--- config.mk ---
export PLATFORM = sky130hd
export DESIGN_NAME = mc_control_unit
export DESIGN_NICKNAME = d
export VERILOG_FILES = /design/src/rtl/mc_control_unit.sv
export SDC_FILE = /design/constraint.sdc
export NUM_CORES = 1
export LEC_CHECK = 0
export ABC_AREA = 1
export CAP_MARGIN = 0
export CORE_MARGIN = 5
export CORE_UTILIZATION = 34
export CTS_CLUSTER_SIZE = 12
export DETAILED_ROUTE_END_ITERATION = 7
export GPL_TIMING_DRIVEN = 0
export PLACE_DENSITY_LB_ADDON = 0.3
export SLEW_MARGIN = 20
export SYNTH_ARGS = -nofsm -noshare
export SYNTH_HDL_FRONTEND = slang
export SYNTH_SLANG_ARGS = --single-unit
--- constraint.sdc ---
create_clock -name clk -period 1.1 [get_ports clk]
set_input_delay 0.11 -clock clk [delete_from_list [all_inputs] [get_ports clk]]
set_output_delay 0.11 -clock clk [all_outputs]
set_load 0.005 [all_outputs]
--- src/rtl/mc_control_unit.sv ---
// mc_control_unit: multi-cycle control FSM for the 16-bit RISC datapath.
// Sequences IDLE/FETCH/DECODE/EXEC/MEM/WB/HALT and decodes datapath strobes from state and opcode.
module mc_control_unit (
    input  logic       clk,
    input  logic       rst,
    input  logic [3:0] opcode,
    input  logic       zero,
    input  logic       mem_ready,
    output logic       pc_write,
    output logic [1:0] pc_src,
    output logic       ir_write,
    output logic       mem_read,
    output logic       mem_write,
    output logic       i_or_d,
    output logic       alu_src_b,
    output logic [1:0] alu_op,
    output logic       reg_write,
    output logic       reg_dst_link,
    output logic       wb_s2,
    output logic       wb_s1,
    output logic       wb_s0,
    output logic [2:0] state_o
);
    typedef enum logic [2:0] {
        IDLE   = 3'd0,
        FETCH  = 3'd1,
        DECODE = 3'd2,
        EXEC   = 3'd3,
        MEM    = 3'd4,
        WB     = 3'd5,
        HALT   = 3'd6
    } state_t;

    localparam logic [3:0] OP_AND  = 4'd0;
    localparam logic [3:0] OP_ADD  = 4'd1;
    localparam logic [3:0] OP_SUB  = 4'd2;
    localparam logic [3:0] OP_ADDI = 4'd3;
    localparam logic [3:0] OP_ANDI = 4'd4;
    localparam logic [3:0] OP_LW   = 4'd5;
    localparam logic [3:0] OP_SW   = 4'd6;
    localparam logic [3:0] OP_BEQ  = 4'd7;
    localparam logic [3:0] OP_BNE  = 4'd8;
    localparam logic [3:0] OP_JMP  = 4'd9;
    localparam logic [3:0] OP_CALL = 4'd10;
    localparam logic [3:0] OP_RET  = 4'd11;
    localparam logic [3:0] OP_LUI  = 4'd12;
    localparam logic [3:0] OP_HALT = 4'd15;

    state_t     state, next;
    logic [2:0] wb;

    always_ff @(posedge clk) begin
        if (rst) state <= IDLE;
        else     state <= next;
    end

    always_comb begin
        next         = state;
        pc_write     = 1'b0;
        pc_src       = 2'b00;
        ir_write     = 1'b0;
        mem_read     = 1'b0;
        mem_write    = 1'b0;
        i_or_d       = 1'b0;
        alu_src_b    = 1'b0;
        alu_op       = 2'b00;
        reg_write    = 1'b0;
        reg_dst_link = 1'b0;
        wb           = 3'b000;
        case (state)
            IDLE: next = FETCH;
            FETCH: begin
                mem_read = 1'b1;
                if (mem_ready) begin
                    ir_write = 1'b1;
                    pc_write = 1'b1;
                    next     = DECODE;
                end
            end
            DECODE: case (opcode)
                OP_JMP: begin
                    pc_write = 1'b1;
                    pc_src   = 2'b10;
                    next     = FETCH;
                end
                OP_RET: begin
                    pc_write = 1'b1;
                    pc_src   = 2'b11;
                    next     = FETCH;
                end
                OP_CALL, OP_LUI: next = WB;
                OP_HALT:         next = HALT;
                4'd13, 4'd14:    next = FETCH;
                default:         next = EXEC;
            endcase
            EXEC: case (opcode)
                OP_AND:  begin alu_op = 2'b10; next = WB; end
                OP_ADD:  next = WB;
                OP_SUB:  begin alu_op = 2'b01; next = WB; end
                OP_ADDI: begin alu_src_b = 1'b1; next = WB; end
                OP_ANDI: begin alu_src_b = 1'b1; alu_op = 2'b10; next = WB; end
                OP_LW, OP_SW: begin alu_src_b = 1'b1; next = MEM; end
                OP_BEQ, OP_BNE: begin
                    alu_op   = 2'b01;
                    pc_src   = 2'b01;
                    pc_write = (opcode == OP_BEQ) ? zero : !zero;
                    next     = FETCH;
                end
                default: next = FETCH;
            endcase
            MEM: begin
                i_or_d    = 1'b1;
                mem_write = (opcode == OP_SW);
                mem_read  = (opcode != OP_SW);
                if (mem_ready) next = (opcode == OP_SW) ? FETCH : WB;
            end
            WB: begin
                reg_write = 1'b1;
                next      = FETCH;
                case (opcode)
                    OP_LW:  wb = 3'b001;
                    OP_LUI: wb = 3'b100;
                    OP_CALL: begin
                        wb           = 3'b011;
                        reg_dst_link = 1'b1;
                        pc_write     = 1'b1;
                        pc_src       = 2'b10;
                    end
                    default: wb = 3'b000;
                endcase
            end
            HALT:    next = HALT;
            default: next = IDLE;
        endcase
    end

    assign {wb_s2, wb_s1, wb_s0} = wb;
    assign state_o = state;
endmodule

==> results of run 1 <==
## logic make-up (layout without fill, tap and decap cells)
family	Yosys count	after routing	share of synthesized area
simple gates	56	56	0.623
buf+inv	13	63	0.107
xor+xnor	1	1	0.0178
flops	3	3	0.122
compound gates	10	10	0.130
## per-layer routing
layer  up-vias  track usage
met3        10       0.0226
met2        39        0.372
met4         0        0.134
li1        378            -
met1       363        0.197
met5         -            0
## per-stage QoR
stage / std cells / utilization / setup WS, ps / power, uW
6_report: 148 / 0.764 / -312 / 858
5_1_grt: 148 / 0.764 / -397 / 919
4_1_cts: 142 / 0.712 / -328 / 789
3_5_place_dp: 122 / 0.565 / -886 / 465
3_3_place_gp: 122 / 0.565 / -865 / 463
2_1_floorplan: 83 / - / 36.9 / 328
## worst max-delay path, stage by stage (launching register included)
cell,delay [ps]
sky130_fd_sc_hd__dfxtp_4,370
sky130_fd_sc_hd__inv_8,50
sky130_fd_sc_hd__nand3_4,80
sky130_fd_sc_hd__nor2_2,50
sky130_fd_sc_hd__buf_4,130
sky130_fd_sc_hd__nor2_4,90
sky130_fd_sc_hd__inv_2,50
sky130_fd_sc_hd__nor2_4,80
sky130_fd_sc_hd__o21ai_2,50
sky130_fd_sc_hd__buf_2,120
## worst min path at each step
| stage | endpoint | slack, ps | startpoint |
|---|---|---|---|
| after detailed placement | state_o[0]$_SDFFE_PP0P_ | 600 | state_o[2]$_SDFFE_PP0P_ |
| after CTS | state_o[2]$_SDFFE_PP0P_ | 470 | rst |
| after global placement | state_o[0]$_SDFFE_PP0P_ | 590 | state_o[2]$_SDFFE_PP0P_ |
| after floorplan | state_o[0]$_SDFFE_PP0P_ | 170 | rst |
| after global routing | state_o[2]$_SDFFE_PP0P_ | 480 | rst |
| final | state_o[2]$_SDFFE_PP0P_ | 470 | rst |
## what timing repair did
action	CTS	global route
pin swaps	10	10
setup buffers	16	6
resized for setup	88	17
setup endpoints to repair	21	19
## final cells by class
type / instances / area, um^2
plain buffers: 1 / 5.00
clock buffers: 4 / 26.3
fillers: 100 / 315
inverters: 12 / 60.1
multi-input cells: 67 / 482
flip-flops and latches: 3 / 71.3
well taps: 15 / 18.8
repair buffers: 46 / 355
## where the power goes
part,leakage (uW),switching (uW),internal [uW],total [uW]
Clock,0.0000150,59.9,136,196
Sequential,0.0000267,35.8,128,164
Combinational,0.000444,256,242,498
## cell usage in the layout, fill, tap and decap left out, types with 3 or more instances in the layout
cell	count
sky130_fd_sc_hd__clkbuf_2	3
sky130_fd_sc_hd__clkbuf_4	3
sky130_fd_sc_hd__buf_2	11
sky130_fd_sc_hd__dfxtp_4	3
sky130_fd_sc_hd__clkdlybuf4s50_1	3
sky130_fd_sc_hd__nor2_2	4
sky130_fd_sc_hd__nor2_1	4
sky130_fd_sc_hd__nand2_1	21
sky130_fd_sc_hd__a21oi_1	4
sky130_fd_sc_hd__clkdlybuf4s15_1	3
sky130_fd_sc_hd__a21oi_2	3
sky130_fd_sc_hd__clkdlybuf4s15_2	3
sky130_fd_sc_hd__nand3_1	7
sky130_fd_sc_hd__inv_2	6
sky130_fd_sc_hd__nor2_4	9
sky130_fd_sc_hd__buf_4	19
sky130_fd_sc_hd__buf_6	4
sky130_fd_sc_hd__inv_4	3
==> impl_table.tex, run 1 <==
\begin{tabular}{lr}
\hline
Metric & Value \\
\hline
\multicolumn{2}{l}{\textbf{Outcome}} \\
Outcome & finished with violations \\
Failing checks & negative setup slack \\
\multicolumn{2}{l}{\textbf{Logic synthesis}} \\
Summed instance area of the synthesized netlist & 492 um\^{}2 \\
EDFF count, synth & 0 \\
Number of instances in the synthesized netlist & 83 \\
Post-synth net total & 91 \\
Share of Yosys cell area claimed by the top area cell type & 0.160 \\
Yosys cell types & 22 \\
Cell type contributing the most total cell area after synthesis & sky130\_fd\_sc\_hd\_\_nand2\_1 \\
Prevailing post-synth register cell & sky130\_fd\_sc\_hd\_\_dfxtp\_1 \\
Fraction of the yosys area taken by sequential cells & 0.122 \\
Dominant cell by count in the synthesized netlist & sky130\_fd\_sc\_hd\_\_nand2\_1 \\
Mean Syn Cell Area & 5.92 um\^{}2 \\
Most instantiated cells after synthesis & sky130\_fd\_sc\_hd\_\_nand2\_1, sky130\_fd\_sc\_hd\_\_nor2\_1, sky130\_fd\_sc\_hd\_\_nand3\_1 \\
Yosys warning total & 0 \\
Synthesized flop and latch total & 3 \\
Main area contributors after synthesis & sky130\_fd\_sc\_hd\_\_nand2\_1, sky130\_fd\_sc\_hd\_\_dfxtp\_1, sky130\_fd\_sc\_hd\_\_nor2\_4, sky130\_fd\_sc\_hd\_\_nand3\_1, sky130\_fd\_sc\_hd\_\_nor2\_1 \\
Asr flop ratio synth & 0 \\
\multicolumn{2}{l}{\textbf{Clock tree}} \\
Clk\_lat worst skew & 240 ps \\
Clock tree from TritonCTS & built \\
Clock buffer count from CTS & 3 \\
CTS Sinks & 3 \\
Post-CTS clock slew at the launch and capture registers of the worst setup and hold paths & 30 ps \\
Cts hold-fix bufs & 0 \\
Deepest level of the CTS H-tree & 1 \\
Root buf cell & sky130\_fd\_sc\_hd\_\_clkbuf\_4 \\
CTS max path bufs & 2 \\
\multicolumn{2}{l}{\textbf{Setup path}} \\
Largest fanout of any net on the critical path & 7 \\
Type of origin of the critical path & flip-flop \\
Worst Setup Path Type & reg -> out \\
Arrival time of the worst setup path & 1300 ps \\
Worst flop-to-flop path startpoint & state\_o[1]\$\_SDFFE\_PP0P\_ \\
Worst EP required & 990 ps \\
R2R Setup Slk & -190 ps \\
FF-to-FF End & state\_o[2]\$\_SDFFE\_PP0P\_ \\
Launch point of the critical path & state\_o[2]\$\_SDFFE\_PP0P\_ \\
Nature of the critical path endpoint & primary output \\
R2R depth & 7 \\
Worst setup path endpoint & pc\_write \\
\multicolumn{2}{l}{\textbf{Place}} \\
Post-placement cell area & 753 um\^{}2 \\
Detailed placer's ending HPWL & 1070 um \\
Routability-driven placement congestion ratio & 0.797 \\
IO buf count & 24 \\
\multicolumn{2}{l}{\textbf{Power}} \\
Leak Pwr & 0.000485 uW \\
Max rail drop VDD & 0.000795 V \\
Power per standard cell area & 842 nW/um\^{}2 \\
\multicolumn{2}{l}{\textbf{Floorplanning}} \\
CORE AREA & 1330 um\^{}2 \\
Std cell rows & 13 \\
Horiz. Die Dim & 48.0 um \\
Area enclosed by the die boundary & 2310 um\^{}2 \\
Initial core utilization & 0.369 \\
Vert. Die Dim & 48.0 um \\
Boundary pin count & 26 \\
\multicolumn{2}{l}{\textbf{Hold path}} \\
Hold path depth & 2 \\
HP Class & in -> reg \\
\multicolumn{2}{l}{\textbf{Layout}} \\
Number of flip-flops under the largest register name & 3 \\
Final layout net count & 142 \\
Area Overhead vs Synth & 107\% \\
Proportion of layout cells with a drive suffix above 1 & 0.632 \\
Number of antenna repair diodes & 0 \\
Post-route design area & 1020 um\^{}2 \\
\multicolumn{2}{l}{\textbf{Route}} \\
Total length of routed wires & 2070 um \\
Highest Signal Layer & met4 \\
Vias post-DR & 790 \\
M1 WL & 715 um \\
Post-DRT Antenna Nets & 0 \\
Routed via count divided by cell count & 5.34 \\
Routed length on met2 & 1150 um \\
Met3 WL & 124 um \\
WL/cell & 14.0 um \\
Remaining design rule violation count & 0 \\
Violation count after the first detailed-routing iteration & 18 \\
Detailed-router iteration count before antenna repair & 4 \\
\multicolumn{2}{l}{\textbf{Global route}} \\
Pin count of the biggest net entering global routing & 9 \\
Gr usage total & 0.197 \\
Vias in the first global route & 713 \\
Wire length of the first global-routing pass & 3040 um \\
Initial antenna violation count & 0 \\
Sum of overflow across all layers after global routing & 0 \\
\multicolumn{2}{l}{\textbf{Timing}} \\
Crit path setup slack, layout & -312 ps \\
Setup repair after global routing missed its margin & true \\
Setup TNS & -3900 ps \\
Fmax & 708 MHz \\
Slew Limit Fails & 0 \\
Number of endpoints failing setup at the final stage & 19 \\
Final critical-path share of the clock period & 1.28 \\
Slew at the pin closest to its max-slew limit & 251 ps \\
Final Hold Viols & 0 \\
Worst hold margin & 475 ps \\
Clock Skew & 3.17 ps \\
Slew HR & 0.832 \\
Shortest period the worst path allows & 1410 ps \\
\multicolumn{2}{l}{\textbf{Run}} \\
Number of violations of the max-capacitance limit & 0 \\
\hline
\end{tabular}
No activity file was read; power rests on OpenSTA's default activity.
==> run 2: changes to the inputs <==
--- a/config.mk
+++ b/config.mk
@@ -13,6 +13,7 @@
 export DETAILED_ROUTE_END_ITERATION = 7
 export GPL_TIMING_DRIVEN = 0
 export PLACE_DENSITY_LB_ADDON = 0.3
+export SETUP_SLACK_MARGIN = 0.3
 export SLEW_MARGIN = 20
 export SYNTH_ARGS = -nofsm -noshare
 export SYNTH_HDL_FRONTEND = slang
==> impl_table.tex, run 2 (synthesized netlist as in run 1, its figures left out) <==
\begin{tabular}{lr}
\hline
Metric & Value \\
\hline
\multicolumn{2}{l}{\textbf{Timing}} \\
Slew at the pin closest to its max-slew limit & 230 ps \\
Fmax & 690 MHz \\
Setup repair after global routing missed its margin & true \\
Final critical-path share of the clock period & 1.32 \\
Number of endpoints failing setup at the final stage & 18 \\
Crit path setup slack, layout & -349 ps \\
Slew Limit Fails & 0 \\
Final Hold Viols & 0 \\
Shortest period the worst path allows & 1450 ps \\
Clock Skew & 1.42 ps \\
Slew HR & 0.846 \\
\multicolumn{2}{l}{\textbf{Layout}} \\
FF+latch area & 71.3 um\^{}2 \\
Area Overhead vs Synth & 104\% \\
Number of antenna repair diodes & 0 \\
Number of flip-flops under the largest register name & 3 \\
Final non-filler cell total & 145 \\
Fill cell instance count of the final layout & 75 \\
Leading cell type in the layout, fill and taps excluded & sky130\_fd\_sc\_hd\_\_nand2\_1 \\
Final layout net count & 139 \\
Commonest cells after routing, fill and taps aside & sky130\_fd\_sc\_hd\_\_nand2\_1, sky130\_fd\_sc\_hd\_\_buf\_4, sky130\_fd\_sc\_hd\_\_buf\_2 \\
Proportion of layout cells with a drive suffix above 1 & 0.669 \\
Area taken by multi-input logic gates & 480 um\^{}2 \\
\multicolumn{2}{l}{\textbf{Global route}} \\
Wire length of the first global-routing pass & 2970 um \\
Initial antenna violation count & 0 \\
Vias in the first global route & 664 \\
Sum of overflow across all layers after global routing & 0 \\
Pin count of the biggest net entering global routing & 9 \\
Gr usage total & 0.183 \\
\multicolumn{2}{l}{\textbf{Place}} \\
IO buf count & 24 \\
Setup slack at placement & -910 ps \\
Routability-driven placement congestion ratio & 0.838 \\
Detailed placer's ending HPWL & 1140 um \\
Cell total after placement & 122 \\
\multicolumn{2}{l}{\textbf{Setup path}} \\
Worst Path Buf+Inv & 4 \\
Nature of the critical path endpoint & primary output \\
Worst Setup Path Type & reg -> out \\
Max stage delay cell, worst path & sky130\_fd\_sc\_hd\_\_dfxtp\_4 \\
Critical path's most frequent cell & sky130\_fd\_sc\_hd\_\_nor2\_4 \\
CP max stage delay & 370 ps \\
Type of origin of the critical path & flip-flop \\
Largest fanout of any net on the critical path & 5 \\
R2R Setup Slk & -220 ps \\
Top cell family by delay on the critical path & simple AND/OR/NAND/NOR gates \\
Ordered cell list for the critical path & inv\_4, nand2\_4, nor2\_4, inv\_4, nor2\_4, nor2\_4, inv\_2, nor2\_2, o21ai\_2, buf\_2 \\
Worst EP required & 990 ps \\
Arrival time of the worst setup path & 1340 ps \\
\multicolumn{2}{l}{\textbf{Clock tree}} \\
CTS Sinks & 3 \\
Clock tree from TritonCTS & built \\
Root buf cell & sky130\_fd\_sc\_hd\_\_clkbuf\_4 \\
CTS max path bufs & 2 \\
Clock buffer count from CTS & 3 \\
Cts hold-fix bufs & 0 \\
Clk\_lat worst skew & 230 ps \\
Post-CTS clock slew at the launch and capture registers of the worst setup and hold paths & 40 ps \\
Deepest level of the CTS H-tree & 1 \\
\multicolumn{2}{l}{\textbf{Route}} \\
Vias post-DR & 750 \\
Remaining design rule violation count & 0 \\
Detailed-router iteration count before antenna repair & 4 \\
Routed via count divided by cell count & 5.17 \\
WL/cell & 14.5 um \\
Post-DRT Antenna Nets & 0 \\
Total length of routed wires & 2110 um \\
Violation count after the first detailed-routing iteration & 27 \\
\multicolumn{2}{l}{\textbf{Power}} \\
Max rail drop VDD & 0.000651 V \\
Leak Pwr & 0.000471 uW \\
Power per standard cell area & 853 nW/um\^{}2 \\
\multicolumn{2}{l}{\textbf{Floorplanning}} \\
Std cell rows & 13 \\
Boundary pin count & 26 \\
Initial core utilization & 0.369 \\
CORE AREA & 1330 um\^{}2 \\
Area enclosed by the die boundary & 2310 um\^{}2 \\
Vert. Die Dim & 48.0 um \\
Horiz. Die Dim & 48.0 um \\
\multicolumn{2}{l}{\textbf{Outcome}} \\
Failing checks & negative setup slack \\
Outcome & finished with violations \\
\multicolumn{2}{l}{\textbf{Run}} \\
Number of violations of the max-capacitance limit & 0 \\
\multicolumn{2}{l}{\textbf{Hold path}} \\
HP Class & in -> reg \\
\hline
\end{tabular}
run 2: cell count changes in the layout (fill, tap and decap cells not counted), moves of 2 or more:
| cell | previous run | this run |
|---|---|---|
| sky130_fd_sc_hd__clkdlybuf4s15_2 | 3 | 6 |
| sky130_fd_sc_hd__buf_6 | 4 | 6 |
| sky130_fd_sc_hd__nor2_2 | 4 | 7 |
| sky130_fd_sc_hd__clkdlybuf4s15_1 | 3 | 0 |
| sky130_fd_sc_hd__nor2_4 | 9 | 7 |
| sky130_fd_sc_hd__buf_4 | 19 | 15 |
run 2: area by class of cell:
type	count	share of cell area
inverters	12	0.0574
well taps	15	0.0187
plain buffers	1	0.00749
repair buffers	43	0.340
multi-input cells	67	0.479
clock buffers	4	0.0262
flip-flops and latches	3	0.0712
run 2: worst paths after layout:
check / startpoint / endpoint / cells past startpoint
hold / removal: opcode[0] / state_o[2]$_SDFFE_PP0P_ / 7
setup reg to reg: state_o[0]$_SDFFE_PP0P_ / state_o[0]$_SDFFE_PP0P_ / 7
setup / recovery: state_o[1]$_SDFFE_PP0P_ / pc_write / 10
hold reg to reg: state_o[0]$_SDFFE_PP0P_ / state_o[1]$_SDFFE_PP0P_ / 5
run 2: what timing repair did:
| action | 4_1_cts | 5_1_grt |
|---|---|---|
| endpoints found under the hold margin | 0 | 0 |
| pin swaps | 12 | 6 |
| setup buffers | 16 | 3 |
| gates resized for setup | 85 | 18 |
| endpoints found under the setup margin | 21 | 21 |
run 2: worst min-delay path, cell delays in order:
cell	delay [ps]
sky130_fd_sc_hd__buf_4	150
sky130_fd_sc_hd__nor2_4	70
sky130_fd_sc_hd__nand3_1	70
sky130_fd_sc_hd__a21oi_1	70
sky130_fd_sc_hd__nand2_1	50
sky130_fd_sc_hd__nand2_1	60
sky130_fd_sc_hd__a21oi_2	110
run 2: layer usage:
layer | track usage | vias up | wire length [um]
li1 | - | 363 | -
met1 | 0.222 | 350 | 847
met2 | 0.327 | 33 | 1140
met3 | 0.0188 | 4 | 94
met4 | 0.0645 | 0 | 25
met5 | 0 | - | 0
run 2: power breakdown:
group / leakage, uW / switching (uW) / total (uW) / internal (uW)
combinational: 0.000429 / 264 / 501 / 237
sequential: 0.0000267 / 38.6 / 167 / 128
clock: 0.0000150 / 51.0 / 187 / 136
total: 0.000471 / 354 / 855 / 501
run 2: metrics by stage:
stage                     utilization  hold WS, ps  cell area, um^2  TNS, ps  power (uW)
after detailed placement        0.591          585              788   -10850         479
after global routing            0.751          530             1000    -4480         910
final                           0.751          509             1000    -3620         855
after global placement          0.591          581              788   -10720         477
after floorplan                     -          165              529        0         340
after CTS                       0.712          445              950    -3270         802
